$ cat config.mk
export PLATFORM = sky130hd
export DESIGN_NAME = alu_operand_driver
export DESIGN_NICKNAME = d
export VERILOG_FILES = /design/src/rtl/alu_operand_driver.sv
export SDC_FILE = /design/constraint.sdc
export NUM_CORES = 1
export LEC_CHECK = 0
export CORE_MARGIN = 5
export CORE_UTILIZATION = 40
export DETAILED_ROUTE_END_ITERATION = 10
export PLACE_DENSITY = 0.71
export SLEW_MARGIN = 20
export SYNTH_ARGS = -nofsm -noshare
export SYNTH_HDL_FRONTEND = slang
export SYNTH_SLANG_ARGS = --single-unit
$ cat constraint.sdc
create_clock -name clk -period 4.3 [get_ports clk]
set_input_delay 0.43 -clock clk [delete_from_list [all_inputs] [get_ports clk]]
set_output_delay 0.43 -clock clk [all_outputs]
set_load 0.05 [all_outputs]
$ cat src/rtl/alu_operand_driver.sv
// Serialises a host ALU request into X/Y/opcode valid-ready beats and returns the captured result; done 6 cycles after start at best.
// Beats hold until alu_ready accepts them; optional wait-state abort via ALU_DRV_TIMEOUT_EN.
module alu_operand_driver #(
    parameter int w       = 8,
    parameter int TIMEOUT = 64
) (
    input  logic         clk,
    input  logic         rst,
    input  logic         start,
    input  logic [w-1:0] a,
    input  logic [w-1:0] b,
    input  logic [1:0]   opcode,
    input  logic         cin,
    output logic         busy,
    output logic         done,
    output logic [w-1:0] result,
    output logic         overflow,
    output logic         cout,
    output logic         divizor_zero,
    output logic         timeout,
    output logic [w-1:0] alu_in,
    output logic         alu_valid,
    output logic         alu_cin,
    input  logic [w-1:0] alu_o,
    input  logic         alu_ready,
    input  logic         alu_overflow,
    input  logic         alu_cout,
    input  logic         alu_divizor_zero
);

    typedef enum logic [2:0] {
        IDLE, SEND_X, SEND_Y, SEND_OP, WAIT_LOW, WAIT_HIGH, DONE
    } state_t;

    state_t         state_q;
    logic [w-1:0]   b_q;
    logic [1:0]     op_q;
    logic           busy_q, done_q, ovf_q, cout_q, dz_q, timeout_q;
    logic           alu_valid_q, alu_cin_q;
    logic [w-1:0]   result_q, alu_in_q;
    logic           to_hit;

`ifdef ALU_DRV_TIMEOUT_EN
    localparam int CNT_W = $clog2(TIMEOUT + 1);
    logic [CNT_W-1:0] cnt_q;

    assign to_hit = (cnt_q == CNT_W'(TIMEOUT - 1));

    always_ff @(posedge clk) begin
        if (!rst) begin
            cnt_q <= '0;
        end else if (state_q == SEND_OP && alu_ready) begin
            cnt_q <= '0;
        end else if (state_q == WAIT_LOW || state_q == WAIT_HIGH) begin
            cnt_q <= cnt_q + 1'b1;
        end
    end
`else
    localparam int unused_timeout = TIMEOUT;
    assign to_hit = 1'b0;
`endif

    always_ff @(posedge clk) begin
        if (!rst) begin
            state_q     <= IDLE;
            b_q         <= '0;
            op_q        <= '0;
            busy_q      <= 1'b0;
            done_q      <= 1'b0;
            result_q    <= '0;
            ovf_q       <= 1'b0;
            cout_q      <= 1'b0;
            dz_q        <= 1'b0;
            timeout_q   <= 1'b0;
            alu_in_q    <= '0;
            alu_valid_q <= 1'b0;
            alu_cin_q   <= 1'b0;
        end else begin
            done_q <= 1'b0;
            unique case (state_q)
                IDLE: begin
                    if (start) begin
                        b_q         <= b;
                        op_q        <= opcode;
                        alu_in_q    <= a;
                        alu_cin_q   <= cin;
                        alu_valid_q <= 1'b1;
                        busy_q      <= 1'b1;
                        timeout_q   <= 1'b0;
                        state_q     <= SEND_X;
                    end
                end
                SEND_X: begin
                    if (alu_ready) begin
                        alu_in_q <= b_q;
                        state_q  <= SEND_Y;
                    end
                end
                SEND_Y: begin
                    if (alu_ready) begin
                        alu_in_q <= {{(w-2){1'b0}}, op_q};
                        state_q  <= SEND_OP;
                    end
                end
                SEND_OP: begin
                    if (alu_ready) begin
                        alu_valid_q <= 1'b0;
                        alu_in_q    <= '0;
                        state_q     <= WAIT_LOW;
                    end
                end
                WAIT_LOW, WAIT_HIGH: begin
                    // A completing ALU wins over an abort landing on the same edge.
                    if (state_q == WAIT_HIGH && alu_ready) begin
                        result_q  <= alu_o;
                        ovf_q     <= alu_overflow;
                        cout_q    <= alu_cout;
                        dz_q      <= alu_divizor_zero;
                        busy_q    <= 1'b0;
                        done_q    <= 1'b1;
                        alu_cin_q <= 1'b0;
                        state_q   <= DONE;
                    end else if (to_hit) begin
                        result_q  <= '0;
                        ovf_q     <= 1'b0;
                        cout_q    <= 1'b0;
                        dz_q      <= 1'b0;
                        timeout_q <= 1'b1;
                        busy_q    <= 1'b0;
                        done_q    <= 1'b1;
                        alu_cin_q <= 1'b0;
                        state_q   <= DONE;
                    end else if (state_q == WAIT_LOW && !alu_ready) begin
                        state_q <= WAIT_HIGH;
                    end
                end
                DONE: begin
                    state_q <= IDLE;
                end
                default: begin
                    state_q <= IDLE;
                end
            endcase
        end
    end

    assign busy         = busy_q;
    assign done         = done_q;
    assign result       = result_q;
    assign overflow     = ovf_q;
    assign cout         = cout_q;
    assign divizor_zero = dz_q;
    assign timeout      = timeout_q;
    assign alu_in       = alu_in_q;
    assign alu_valid    = alu_valid_q;
    assign alu_cin      = alu_cin_q;

endmodule

==> results of run 1 <==
final timing paths:
path | startpoint | to | cells after the start
setup / recovery | state_q[0]$_SDFFE_PN0P_ | alu_in[0]$_SDFFE_PN0P_ | 3
hold reg to reg | result[2]$_SDFFE_PN0P_ | result[2]$_SDFFE_PN0P_ | 2
hold / removal | result[2]$_SDFFE_PN0P_ | result[2]$_SDFFE_PN0P_ | 2
setup reg to reg | state_q[0]$_SDFFE_PN0P_ | alu_in[0]$_SDFFE_PN0P_ | 3
worst register-to-register path, stage by stage (launching register included):
cell and delay, ps:
sky130_fd_sc_hd__dfxtp_1 540, sky130_fd_sc_hd__or4b_1 930, sky130_fd_sc_hd__o21a_2 300, sky130_fd_sc_hd__o311a_1 350
cell usage after synthesis (all sizes together):
master   instances
clkbuf          11
o211a            1
inv              3
nor2             2
and3b            1
a21boi          24
buf              6
a21oi            7
and4b            1
a2bb2oi          5
and2             1
or3b             1
and3             2
nor2b            1
o31ai            6
nand2b           7
conb             1
nand2           49
nand3b           4
o21a             2
nor4b            1
o311a            2
or4b             1
o2111ai          6
dfxtp           36
o211ai           2
nand3            1
nand4b           2
per-layer routing:
metal	vias up	GRT usage, %
li1	740	-
met1	622	18.9
met2	48	21.8
met3	4	7.58
met4	0	4.30
met5	-	0
layout make-up:
class	instances	area (µm²)	area share [%]
clock buffers	5	68.8	3.03
clock inverters	3	42.5	1.87
inverters	3	11.3	0.496
multi-input cells	130	796	35.1
flip-flops and latches	36	721	31.8
well taps	50	62.6	2.76
repair buffers	57	568	25.0
through the flow:
| stage | worst slack, ps | hold WS (ps) | util (%) | cell area (µm²) |
|---|---|---|---|---|
| finish | 2070 | 452 | 57.6 | 2270 |
| global placement | 1860 | 437 | 54.5 | 2150 |
| CTS | 2070 | 454 | 57.6 | 2270 |
| global route | 1930 | 471 | 57.6 | 2270 |
| floorplan | 2710 | 431 | - | 1600 |
| detailed placement | 1820 | 445 | 54.7 | 2160 |
flip-flops by register name, summed over array words and instances (netlist names):
signal	flops
alu_in	8
b_q	8
result	8
state_q	3
op_q	2
alu_cin	1
alu_valid	1
busy	1
cout	1
divizor_zero	1
done	1
overflow	1
power by group through the flow:
stage          registers [mW]  clock network [mW]  logic (mW)
2_1_floorplan           0.409                   0      0.0719
3_5_place_dp            0.379                   0       0.166
6_report                0.371               0.291       0.165
3_3_place_gp            0.378                   0       0.164
4_1_cts                 0.372               0.298       0.166
5_1_grt                 0.375               0.313       0.179
kinds of logic (layout without fill, tap and decap cells):
logic type | count (synthesis) | in the layout
DFF | 36 | 36
other | 1 | 1
AOI/OAI and AO/OA | 55 | 55
and+or+nand+nor | 74 | 74
buffers and inverters | 20 | 68
==> impl_table.tex, run 1 <==
\begin{tabular}{lr}
\hline
Metric & Value \\
\hline
\multicolumn{2}{l}{\textbf{Placement}} \\
Buffers on Ports & 56 \\
GP Congestion & 0.695 \\
Total placed cells including tap cells & 276 \\
HPWL reported at the end of detailed placement & 2.66 mm \\
\multicolumn{2}{l}{\textbf{Logic synthesis}} \\
Post-Synth Simple-Gate Area & 22.9\% \\
Number of nets in the synthesized netlist & 220 \\
Synthesized instance count & 186 \\
Compound-gate portion of the synthesized area & 26.2\% \\
Top cells by area in the synthesized netlist & sky130\_fd\_sc\_hd\_\_dfxtp\_1 (45\%), sky130\_fd\_sc\_hd\_\_nand2\_1 (12\%), sky130\_fd\_sc\_hd\_\_a21boi\_1 (11\%) \\
Synthesized area per cell & 8.59 µm² \\
Cell Area, Synth & 1600 µm² \\
Portion of the post-synthesis area used by sequential elements & 45.1\% \\
XOR/XNOR Fraction of Synth Area & 0\% \\
Synthesized-area fraction occupied by adder cells & 0\% \\
Multiplexer share of the synthesized area & 0\% \\
Dominant combinational cell family by area after synthesis & compound AO/OA/AOI/OAI gates \\
Post-synthesis sequential element count & 36 \\
Area share of the leading cell type in the synthesized netlist & 45.1\% \\
Cell type with the largest total area after synthesis & sky130\_fd\_sc\_hd\_\_dfxtp\_1 \\
Synthesis warning total & 0 \\
Distinct cell type count after synthesis & 32 \\
\multicolumn{2}{l}{\textbf{Layout}} \\
Commonest non-fill, non-tap cells in the layout & sky130\_fd\_sc\_hd\_\_clkdlybuf4s50\_1 (56), sky130\_fd\_sc\_hd\_\_nand2\_1 (49), sky130\_fd\_sc\_hd\_\_dfxtp\_1 (36) \\
Count of nets after finishing & 267 \\
Fill count & 357 \\
Non-Filler Instances & 284 \\
Fraction of final layout cells with drive strength greater than 1 & 4.70\% \\
Antenna diodes & 0 \\
Most common cell after layout, fill and taps aside & sky130\_fd\_sc\_hd\_\_clkdlybuf4s50\_1 \\
Layout-stage area growth over the synthesis result & 42.1\% \\
\multicolumn{2}{l}{\textbf{Setup path}} \\
Data arrival time of the critical path & 2410 ps \\
Crit-path max cell delay & 930 ps \\
Type of destination of the critical path & flip-flop \\
Register-to-Register Setup Slack & 2070 ps \\
Chain of cells forming the critical path & or4b\_1, o21a\_2, o311a\_1 \\
Type of the worst setup path & reg -> reg \\
Type of element launching the critical path & flip-flop \\
CP Buf/Inv Count & 0 \\
Gate family responsible for the most delay along the worst path & simple AND/OR/NAND/NOR gates \\
Data required time of the worst path & 4470 ps \\
Critical-path top delay cell & sky130\_fd\_sc\_hd\_\_or4b\_1 \\
Highest net fanout along the worst path & 23 \\
\multicolumn{2}{l}{\textbf{Clocking}} \\
Total number of clock tree sinks & 36 \\
Post-CTS sizing & 0 \\
Clock latency of the later-clocked register in the worst-skew pair & 280 ps \\
Clock Root Buffer & sky130\_fd\_sc\_hd\_\_clkbuf\_8 \\
Number of buffers on the longest clock path & 2 \\
Clock buffers created by TritonCTS & 5 \\
Number of H-tree levels & 2 \\
CTS tree & built \\
Worst-path clk slew & 70 ps \\
Number of setup buffers added after CTS & 0 \\
Hold buffer count at cts & 0 \\
\multicolumn{2}{l}{\textbf{Detailed routing}} \\
Detail-routed net length per standard cell & 13.2 µm \\
Met3 routed wirelength & 381 µm \\
Routed wire length & 3.75 mm \\
Total DRC errors in the routed layout & 0 \\
Antenna-violating nets left & 0 \\
Post-detailed-route via-to-cell ratio & 4.98 \\
Wire length on met2 & 1.61 mm \\
Via count & 1414 \\
Highest metal layer used by the detailed router & met4 \\
Routed metal-1 wirelength & 1.72 mm \\
First drt pass iteration count & 4 \\
Drt initial violations & 109 \\
\multicolumn{2}{l}{\textbf{STA}} \\
Fraction of the cycle the final worst path needs & 52.0\% \\
Max Clock Freq & 448 MHz \\
Final TNS setup & 0 ps \\
Slew at the pin closest to its max-slew limit & 835 ps \\
Final min period & 2230 ps \\
Setup repair after global routing missed its margin & no \\
Number of slew-limit violations in the final report & 0 \\
Endpoints failing hold & 0 \\
Setup skew after layout & 3.10 ps \\
Worst slew margin relative to its limit & 44.2\% \\
Number of failing setup endpoints in the final timing report & 0 \\
\multicolumn{2}{l}{\textbf{Power and ir drop}} \\
Portion of total power attributed to the clock network & 35.2\% \\
Max IR drop VDD & 190 µV \\
Sw Ratio & 27.5\% \\
Leakage power total & 0.821 nW \\
Seq pwr share & 44.9\% \\
Switching power of the nets & 0.228 mW \\
Part of the total power dissipated in combinational logic & 19.9\% \\
Pwr dens & 364 nW/µm² \\
Internal cell power & 0.600 mW \\
Total Power & 0.827 mW \\
\multicolumn{2}{l}{\textbf{Status}} \\
Run status & finished, final reports clean \\
\multicolumn{2}{l}{\textbf{GRT}} \\
Overflow after GRT & 0 \\
Number of antenna violations at the first check in global routing & 0 \\
GRT Resource Usage Total & 14.8\% \\
Via count of the first global-routing pass & 1340 \\
First-pass GRT wire length & 6.25 mm \\
Pin count of the biggest net entering global routing & 29 \\
\multicolumn{2}{l}{\textbf{Floorplan}} \\
Top-Level Pins & 58 \\
Floorplan die height & 73.2 µm \\
Initial standard-cell utilization of the core & 40.5\% \\
Total core area & 3940 µm² \\
Floorplan die area & 5360 µm² \\
DIE WIDTH & 73.2 µm \\
Number of standard-cell rows in the floorplan & 23 \\
\multicolumn{2}{l}{\textbf{Run}} \\
Max\_cap viols & 0 \\
\multicolumn{2}{l}{\textbf{Hold path}} \\
Hold Path Class & reg -> reg \\
\hline
\end{tabular}
No activity file was read; power rests on OpenSTA's default activity.
==> run 2, diff against run 1 <==
PLACE_DENSITY = 0.74   (was 0.71)
clock period = 1.8 ns   (was 4.3 ns; I/O delays follow)
==> impl_table.tex, run 2 (synthesis gave the netlist of run 1 again) <==
\begin{tabular}{lr}
\hline
Metric & Value \\
\hline
\multicolumn{2}{l}{\textbf{Setup path}} \\
Critical-path top delay cell & sky130\_fd\_sc\_hd\_\_clkdlybuf4s50\_1 \\
CP Buf/Inv Count & 1 (+1) \\
Type of destination of the critical path & output pin \\
Chain of cells forming the critical path & clkdlybuf4s50\_1 \\
Type of element launching the critical path & flip-flop \\
Register-to-Register Setup Slack & 220 ps (-1850 ps) \\
Crit-path max cell delay & 810 ps (-120 ps) \\
Data required time of the worst path & 1620 ps (-2850 ps) \\
Gate family responsible for the most delay along the worst path & buffers and inverters \\
Type of the worst setup path & reg -> out \\
Highest net fanout along the worst path & 2 (-91\%) \\
Data arrival time of the critical path & 1430 ps (-980 ps) \\
\multicolumn{2}{l}{\textbf{STA}} \\
Slew at the pin closest to its max-slew limit & 571 ps (-264 ps) \\
Setup skew after layout & 3.50 ps (+0.403 ps) \\
Endpoints failing hold & 0 (unchanged) \\
Final min period & 1610 ps \\
Final TNS setup & 0 ps (unchanged) \\
Setup repair after global routing missed its margin & no \\
Fraction of the cycle the final worst path needs & 89.7\% \\
Number of failing setup endpoints in the final timing report & 0 (unchanged) \\
Worst slew margin relative to its limit & 61.8\% (+18 points) \\
Max Clock Freq & 619 MHz \\
Number of slew-limit violations in the final report & 0 (unchanged) \\
\multicolumn{2}{l}{\textbf{Detailed routing}} \\
Post-detailed-route via-to-cell ratio & 5.00 (+0.42\%) \\
Via count & 1465 (+3.6\%) \\
Routed wire length & 3.97 mm (+5.8\%) \\
Drt initial violations & 91 (-17\%) \\
Total DRC errors in the routed layout & 0 (unchanged) \\
Detail-routed net length per standard cell & 13.5 µm (+2.6\%) \\
Antenna-violating nets left & 0 (unchanged) \\
First drt pass iteration count & 4 (unchanged) \\
\multicolumn{2}{l}{\textbf{Floorplan}} \\
Initial standard-cell utilization of the core & 40.5\% (unchanged) \\
Number of standard-cell rows in the floorplan & 23 (unchanged) \\
DIE WIDTH & 73.2 µm (unchanged) \\
Floorplan die height & 73.2 µm (unchanged) \\
Top-Level Pins & 58 (unchanged) \\
Total core area & 3940 µm² (unchanged) \\
Floorplan die area & 5360 µm² (unchanged) \\
\multicolumn{2}{l}{\textbf{Placement}} \\
HPWL reported at the end of detailed placement & 2.80 mm (+5.2\%) \\
Buffers on Ports & 56 (unchanged) \\
GP Congestion & 0.729 (+5.0\%) \\
\multicolumn{2}{l}{\textbf{GRT}} \\
Via count of the first global-routing pass & 1412 (+5.4\%) \\
Overflow after GRT & 0 (unchanged) \\
GRT Resource Usage Total & 15.6\% (+0.72 points) \\
First-pass GRT wire length & 6.41 mm (+2.5\%) \\
Number of antenna violations at the first check in global routing & 0 (unchanged) \\
Pin count of the biggest net entering global routing & 23 (-21\%) \\
\multicolumn{2}{l}{\textbf{Clocking}} \\
Total number of clock tree sinks & 36 (unchanged) \\
Clock buffers created by TritonCTS & 5 (unchanged) \\
Number of H-tree levels & 2 (unchanged) \\
Worst-path clk slew & 70 ps (about the same) \\
Number of buffers on the longest clock path & 2 (unchanged) \\
CTS tree & built \\
Hold buffer count at cts & 0 (unchanged) \\
Post-CTS sizing & 0 (unchanged) \\
Number of setup buffers added after CTS & 0 (unchanged) \\
Clock Root Buffer & sky130\_fd\_sc\_hd\_\_clkbuf\_8 \\
Clock latency of the later-clocked register in the worst-skew pair & 280 ps (about the same) \\
\multicolumn{2}{l}{\textbf{Layout}} \\
Antenna diodes & 0 (unchanged) \\
Total area of sequential cells & 721 µm² (unchanged) \\
Fraction of final layout cells with drive strength greater than 1 & 7.41\% (+2.7 points) \\
Post-route core utilization & 58.8\% (+1.3 points) \\
Count of nets after finishing & 276 (+3.4\%) \\
Fill count & 380 (+6.4\%) \\
Commonest non-fill, non-tap cells in the layout & sky130\_fd\_sc\_hd\_\_clkdlybuf4s50\_1 (56), sky130\_fd\_sc\_hd\_\_nand2\_1 (49), sky130\_fd\_sc\_hd\_\_dfxtp\_1 (36) \\
Layout-stage area growth over the synthesis result & 45.2\% \\
Most common cell after layout, fill and taps aside & sky130\_fd\_sc\_hd\_\_clkdlybuf4s50\_1 \\
Multi-input logic area & 787 µm² (-1.1\%) \\
\multicolumn{2}{l}{\textbf{Run}} \\
Max\_cap viols & 0 (unchanged) \\
\multicolumn{2}{l}{\textbf{Status}} \\
Run status & finished, final reports clean \\
\multicolumn{2}{l}{\textbf{Power and ir drop}} \\
Portion of total power attributed to the clock network & 30.5\% (-4.7 points) \\
Leakage power total & 0.855 nW (+4.2\%) \\
Sw Ratio & 28.2\% (+0.67 points) \\
Part of the total power dissipated in combinational logic & 23.6\% (+3.7 points) \\
Switching power of the nets & 0.533 mW (+130\%) \\
Pwr dens & 816 nW/µm² (+120\%) \\
Max IR drop VDD & 490 µV (+160\%) \\
Internal cell power & 1.36 mW (+130\%) \\
Seq pwr share & 45.9\% (+1.0 points) \\
\multicolumn{2}{l}{\textbf{Hold path}} \\
Hold Path Class & in -> reg \\
\hline
\end{tabular}
==> run 2: power groups by stage <==
stage / combinational [mW] / clock [mW] / sequential, mW
after floorplan: 0.172 / 0 / 0.977
after global placement: 0.447 / 0 / 0.884
after detailed placement: 0.447 / 0 / 0.887
after CTS: 0.449 / 0.598 / 0.869
after global routing: 0.475 / 0.636 / 0.875
final: 0.447 / 0.577 / 0.868
==> run 2: worst paths after layout <==
check             cells after the start                      start                        end
setup / recovery                      1     alu_in[1]$_SDFFE_PN0P_                  alu_in[1]
hold / removal                        3                   alu_cout          cout$_SDFFE_PN0P_
setup reg to reg                      5    state_q[0]$_SDFFE_PN0P_     alu_in[6]$_SDFFE_PN0P_
hold reg to reg                       2  divizor_zero$_SDFFE_PN0P_  divizor_zero$_SDFFE_PN0P_
==> run 2: layout make-up <==
class                      instances  share of cell area (%)
sequential                        36                    31.1
multi-input combinational        130                    33.9
tap                               50                    2.70
inverter                           3                   0.485
clock buffer                       8                    3.88
timing repair buffer              66                    27.9
==> run 2: per-stage QoR <==
stage                     worst slack [ps]  instances  power (mW)  hold slack (ps)  instance area, µm²
after floorplan                        317        186        1.15              315                1600
after global placement                40.3        285        1.33              437                2230
after detailed placement              22.1        285        1.33              442                2230
after CTS                              165        293        1.91              430                2320
after global routing                   123        293        1.99              437                2320
final                                  185        293        1.89              439                2320
==> run 2: per-layer routing <==
metal  up-vias  wire length [µm]  global-route usage (%)
li1        754                 -                       -
met1       665              1760                    18.1
met2        40              1830                    25.1
met3         6               298                    5.37
met4         0                85                    7.99
met5         -                 0                       0
==> run 3, diff against run 2 <==
CORE_MARGIN = default   (was 5)
CORE_UTILIZATION = 38   (was 40)
PLACE_DENSITY = 0.71   (was 0.74)
==> impl_table.tex, run 3 (synthesis gave the netlist of run 1 again) <==
\begin{tabular}{lr}
\hline
Metric & Value \\
\hline
\multicolumn{2}{l}{\textbf{Status}} \\
Run status & finished, final reports clean \\
\multicolumn{2}{l}{\textbf{Setup path}} \\
Highest net fanout along the worst path & 2 (unchanged) \\
Type of the worst setup path & reg -> out \\
Type of destination of the critical path & output pin \\
Critical-path top delay cell & sky130\_fd\_sc\_hd\_\_clkdlybuf4s50\_1 \\
Crit-path max cell delay & 810 ps (about the same) \\
Data required time of the worst path & 1620 ps (about the same) \\
Data arrival time of the critical path & 1440 ps (about the same) \\
Gate family responsible for the most delay along the worst path & buffers and inverters \\
Chain of cells forming the critical path & clkdlybuf4s50\_1 \\
CP Buf/Inv Count & 1 (unchanged) \\
Type of element launching the critical path & flip-flop \\
\multicolumn{2}{l}{\textbf{Clocking}} \\
Hold buffer count at cts & 0 (unchanged) \\
Post-CTS sizing & 0 (unchanged) \\
Number of buffers on the longest clock path & 2 (unchanged) \\
Clock latency of the later-clocked register in the worst-skew pair & 280 ps (about the same) \\
Clock Root Buffer & sky130\_fd\_sc\_hd\_\_clkbuf\_8 \\
Number of setup buffers added after CTS & 0 (unchanged) \\
Clock buffers created by TritonCTS & 5 (unchanged) \\
Worst-path clk slew & 70 ps (about the same) \\
Total number of clock tree sinks & 36 (unchanged) \\
CTS tree & built \\
Number of H-tree levels & 2 (unchanged) \\
\multicolumn{2}{l}{\textbf{Layout}} \\
Fill count & 379 (-0.26\%) \\
Layout-stage area growth over the synthesis result & 48.1\% \\
Non-Filler Instances & 296 (+1.0\%) \\
Final non-filler cell area & 2370 µm² (+2.0\%) \\
Antenna diodes & 0 (unchanged) \\
Fraction of final layout cells with drive strength greater than 1 & 9.35\% (+1.9 points) \\
Total area of sequential cells & 721 µm² (unchanged) \\
Most common cell after layout, fill and taps aside & sky130\_fd\_sc\_hd\_\_clkdlybuf4s50\_1 \\
Multi-input logic area & 787 µm² (unchanged) \\
Count of nets after finishing & 279 (+1.1\%) \\
Commonest non-fill, non-tap cells in the layout & sky130\_fd\_sc\_hd\_\_clkdlybuf4s50\_1 (56), sky130\_fd\_sc\_hd\_\_nand2\_1 (49), sky130\_fd\_sc\_hd\_\_dfxtp\_1 (36) \\
\multicolumn{2}{l}{\textbf{Floorplan}} \\
Floorplan die area & 4470 µm² (-17\%) \\
Number of standard-cell rows in the floorplan & 23 (unchanged) \\
Initial standard-cell utilization of the core & 39.7\% (-0.87 points) \\
Floorplan die height & 66.8 µm (-8.7\%) \\
Total core area & 4030 µm² (+2.2\%) \\
DIE WIDTH & 66.8 µm (-8.7\%) \\
Top-Level Pins & 58 (unchanged) \\
\multicolumn{2}{l}{\textbf{Placement}} \\
HPWL reported at the end of detailed placement & 2.52 mm (-10\%) \\
Placed cell area & 2240 µm² (+0.45\%) \\
Worst setup timing slack at the placement stage & 11.8 ps (-10.2 ps) \\
GP Congestion & 0.841 (+15\%) \\
Total placed cells including tap cells & 288 (+1.1\%) \\
Buffers on Ports & 56 (unchanged) \\
\multicolumn{2}{l}{\textbf{STA}} \\
Number of slew-limit violations in the final report & 0 (unchanged) \\
Worst slew margin relative to its limit & 62.2\% (+0.35 points) \\
Slew at the pin closest to its max-slew limit & 565 ps (-5.25 ps) \\
Number of failing setup endpoints in the final timing report & 0 (unchanged) \\
Final TNS setup & 0 ps (unchanged) \\
Setup repair after global routing missed its margin & no \\
Final min period & 1620 ps (+0.540 ps) \\
Max Clock Freq & 619 MHz (about the same) \\
Setup slack of the critical path after layout & 185 ps (-0.540 ps) \\
Setup skew after layout & 4.60 ps (+1.10 ps) \\
Endpoints failing hold & 0 (unchanged) \\
Fraction of the cycle the final worst path needs & 89.7\% (about the same) \\
\multicolumn{2}{l}{\textbf{GRT}} \\
Overflow after GRT & 0 (unchanged) \\
Via count of the first global-routing pass & 1382 (-2.1\%) \\
GRT Resource Usage Total & 17.8\% (+2.3 points) \\
First-pass GRT wire length & 5.95 mm (-7.2\%) \\
Pin count of the biggest net entering global routing & 28 (+22\%) \\
Number of antenna violations at the first check in global routing & 0 (unchanged) \\
\multicolumn{2}{l}{\textbf{Power and ir drop}} \\
Part of the total power dissipated in combinational logic & 21.1\% (-2.5 points) \\
Sw Ratio & 26.2\% (-2.0 points) \\
Portion of total power attributed to the clock network & 37.2\% (+6.7 points) \\
Pwr dens & 877 nW/µm² (+7.6\%) \\
Leakage power total & 0.884 nW (+3.4\%) \\
Switching power of the nets & 0.544 mW (+2.0\%) \\
Internal cell power & 1.53 mW (+13\%) \\
Max IR drop VDD & 450 µV (-8.2\%) \\
Seq pwr share & 41.7\% (-4.2 points) \\
\multicolumn{2}{l}{\textbf{Detailed routing}} \\
Detail-routed net length per standard cell & 12.3 µm (-9.4\%) \\
First drt pass iteration count & 4 (unchanged) \\
Post-detailed-route via-to-cell ratio & 4.97 (-0.61\%) \\
Routed wire length & 3.63 mm (-8.5\%) \\
Total DRC errors in the routed layout & 0 (unchanged) \\
Antenna-violating nets left & 0 (unchanged) \\
Drt initial violations & 45 (-51\%) \\
Via count & 1471 (+0.41\%) \\
\multicolumn{2}{l}{\textbf{Hold path}} \\
Hold Path Class & in -> reg \\
\multicolumn{2}{l}{\textbf{Run}} \\
Max\_cap viols & 0 (unchanged) \\
\hline
\end{tabular}
-- run 3: per-layer routing --
layer | GRT usage, % | up-vias | routed length, µm
met2 | 29.3 | 41 | 1720
met1 | 21.0 | 665 | 1680
li1 | - | 761 | -
met5 | 0 | - | 0
met4 | 5.59 | 0 | 36
met3 | 7.19 | 4 | 193
-- run 3: power by group through the flow --
stage / Sequential, mW / Combinational (mW) / Clock [mW]
floorplan: 0.977 / 0.172 / 0
global placement: 0.884 / 0.438 / 0
detailed placement: 0.884 / 0.440 / 0
CTS: 0.866 / 0.442 / 0.789
global route: 0.871 / 0.474 / 0.828
finish: 0.866 / 0.439 / 0.771
-- run 3: final timing paths --
kind / start / to / slack (ps) / depth (start not counted)
min: alu_o[3] / result[3]$_SDFFE_PN0P_ / 430 / 3
max reg2reg: state_q[0]$_SDFFE_PN0P_ / alu_in[4]$_SDFFE_PN0P_ / 230 / 5
max: alu_cin$_SDFFE_PN0P_ / alu_cin / 180 / 1
min reg2reg: op_q[0]$_SDFFE_PN0P_ / op_q[0]$_SDFFE_PN0P_ / 450 / 2
-- run 3: through the flow --
stage	hold slack [ps]	power, mW	utilization (%)
after floorplan	315	1.15	-
after global placement	439	1.32	55.6
after detailed placement	443	1.32	55.6
after CTS	429	2.10	58.7
after global routing	441	2.17	58.7
final	435	2.08	58.7
-- run 3: layout make-up --
class / count / area share (%)
inverters: 3 / 0.476
flip-flops and latches: 36 / 30.5
clock buffers: 7 / 4.07
well taps: 50 / 2.64
multi-input cells: 130 / 33.3
repair buffers: 69 / 27.8
clock inverters: 1 / 1.27
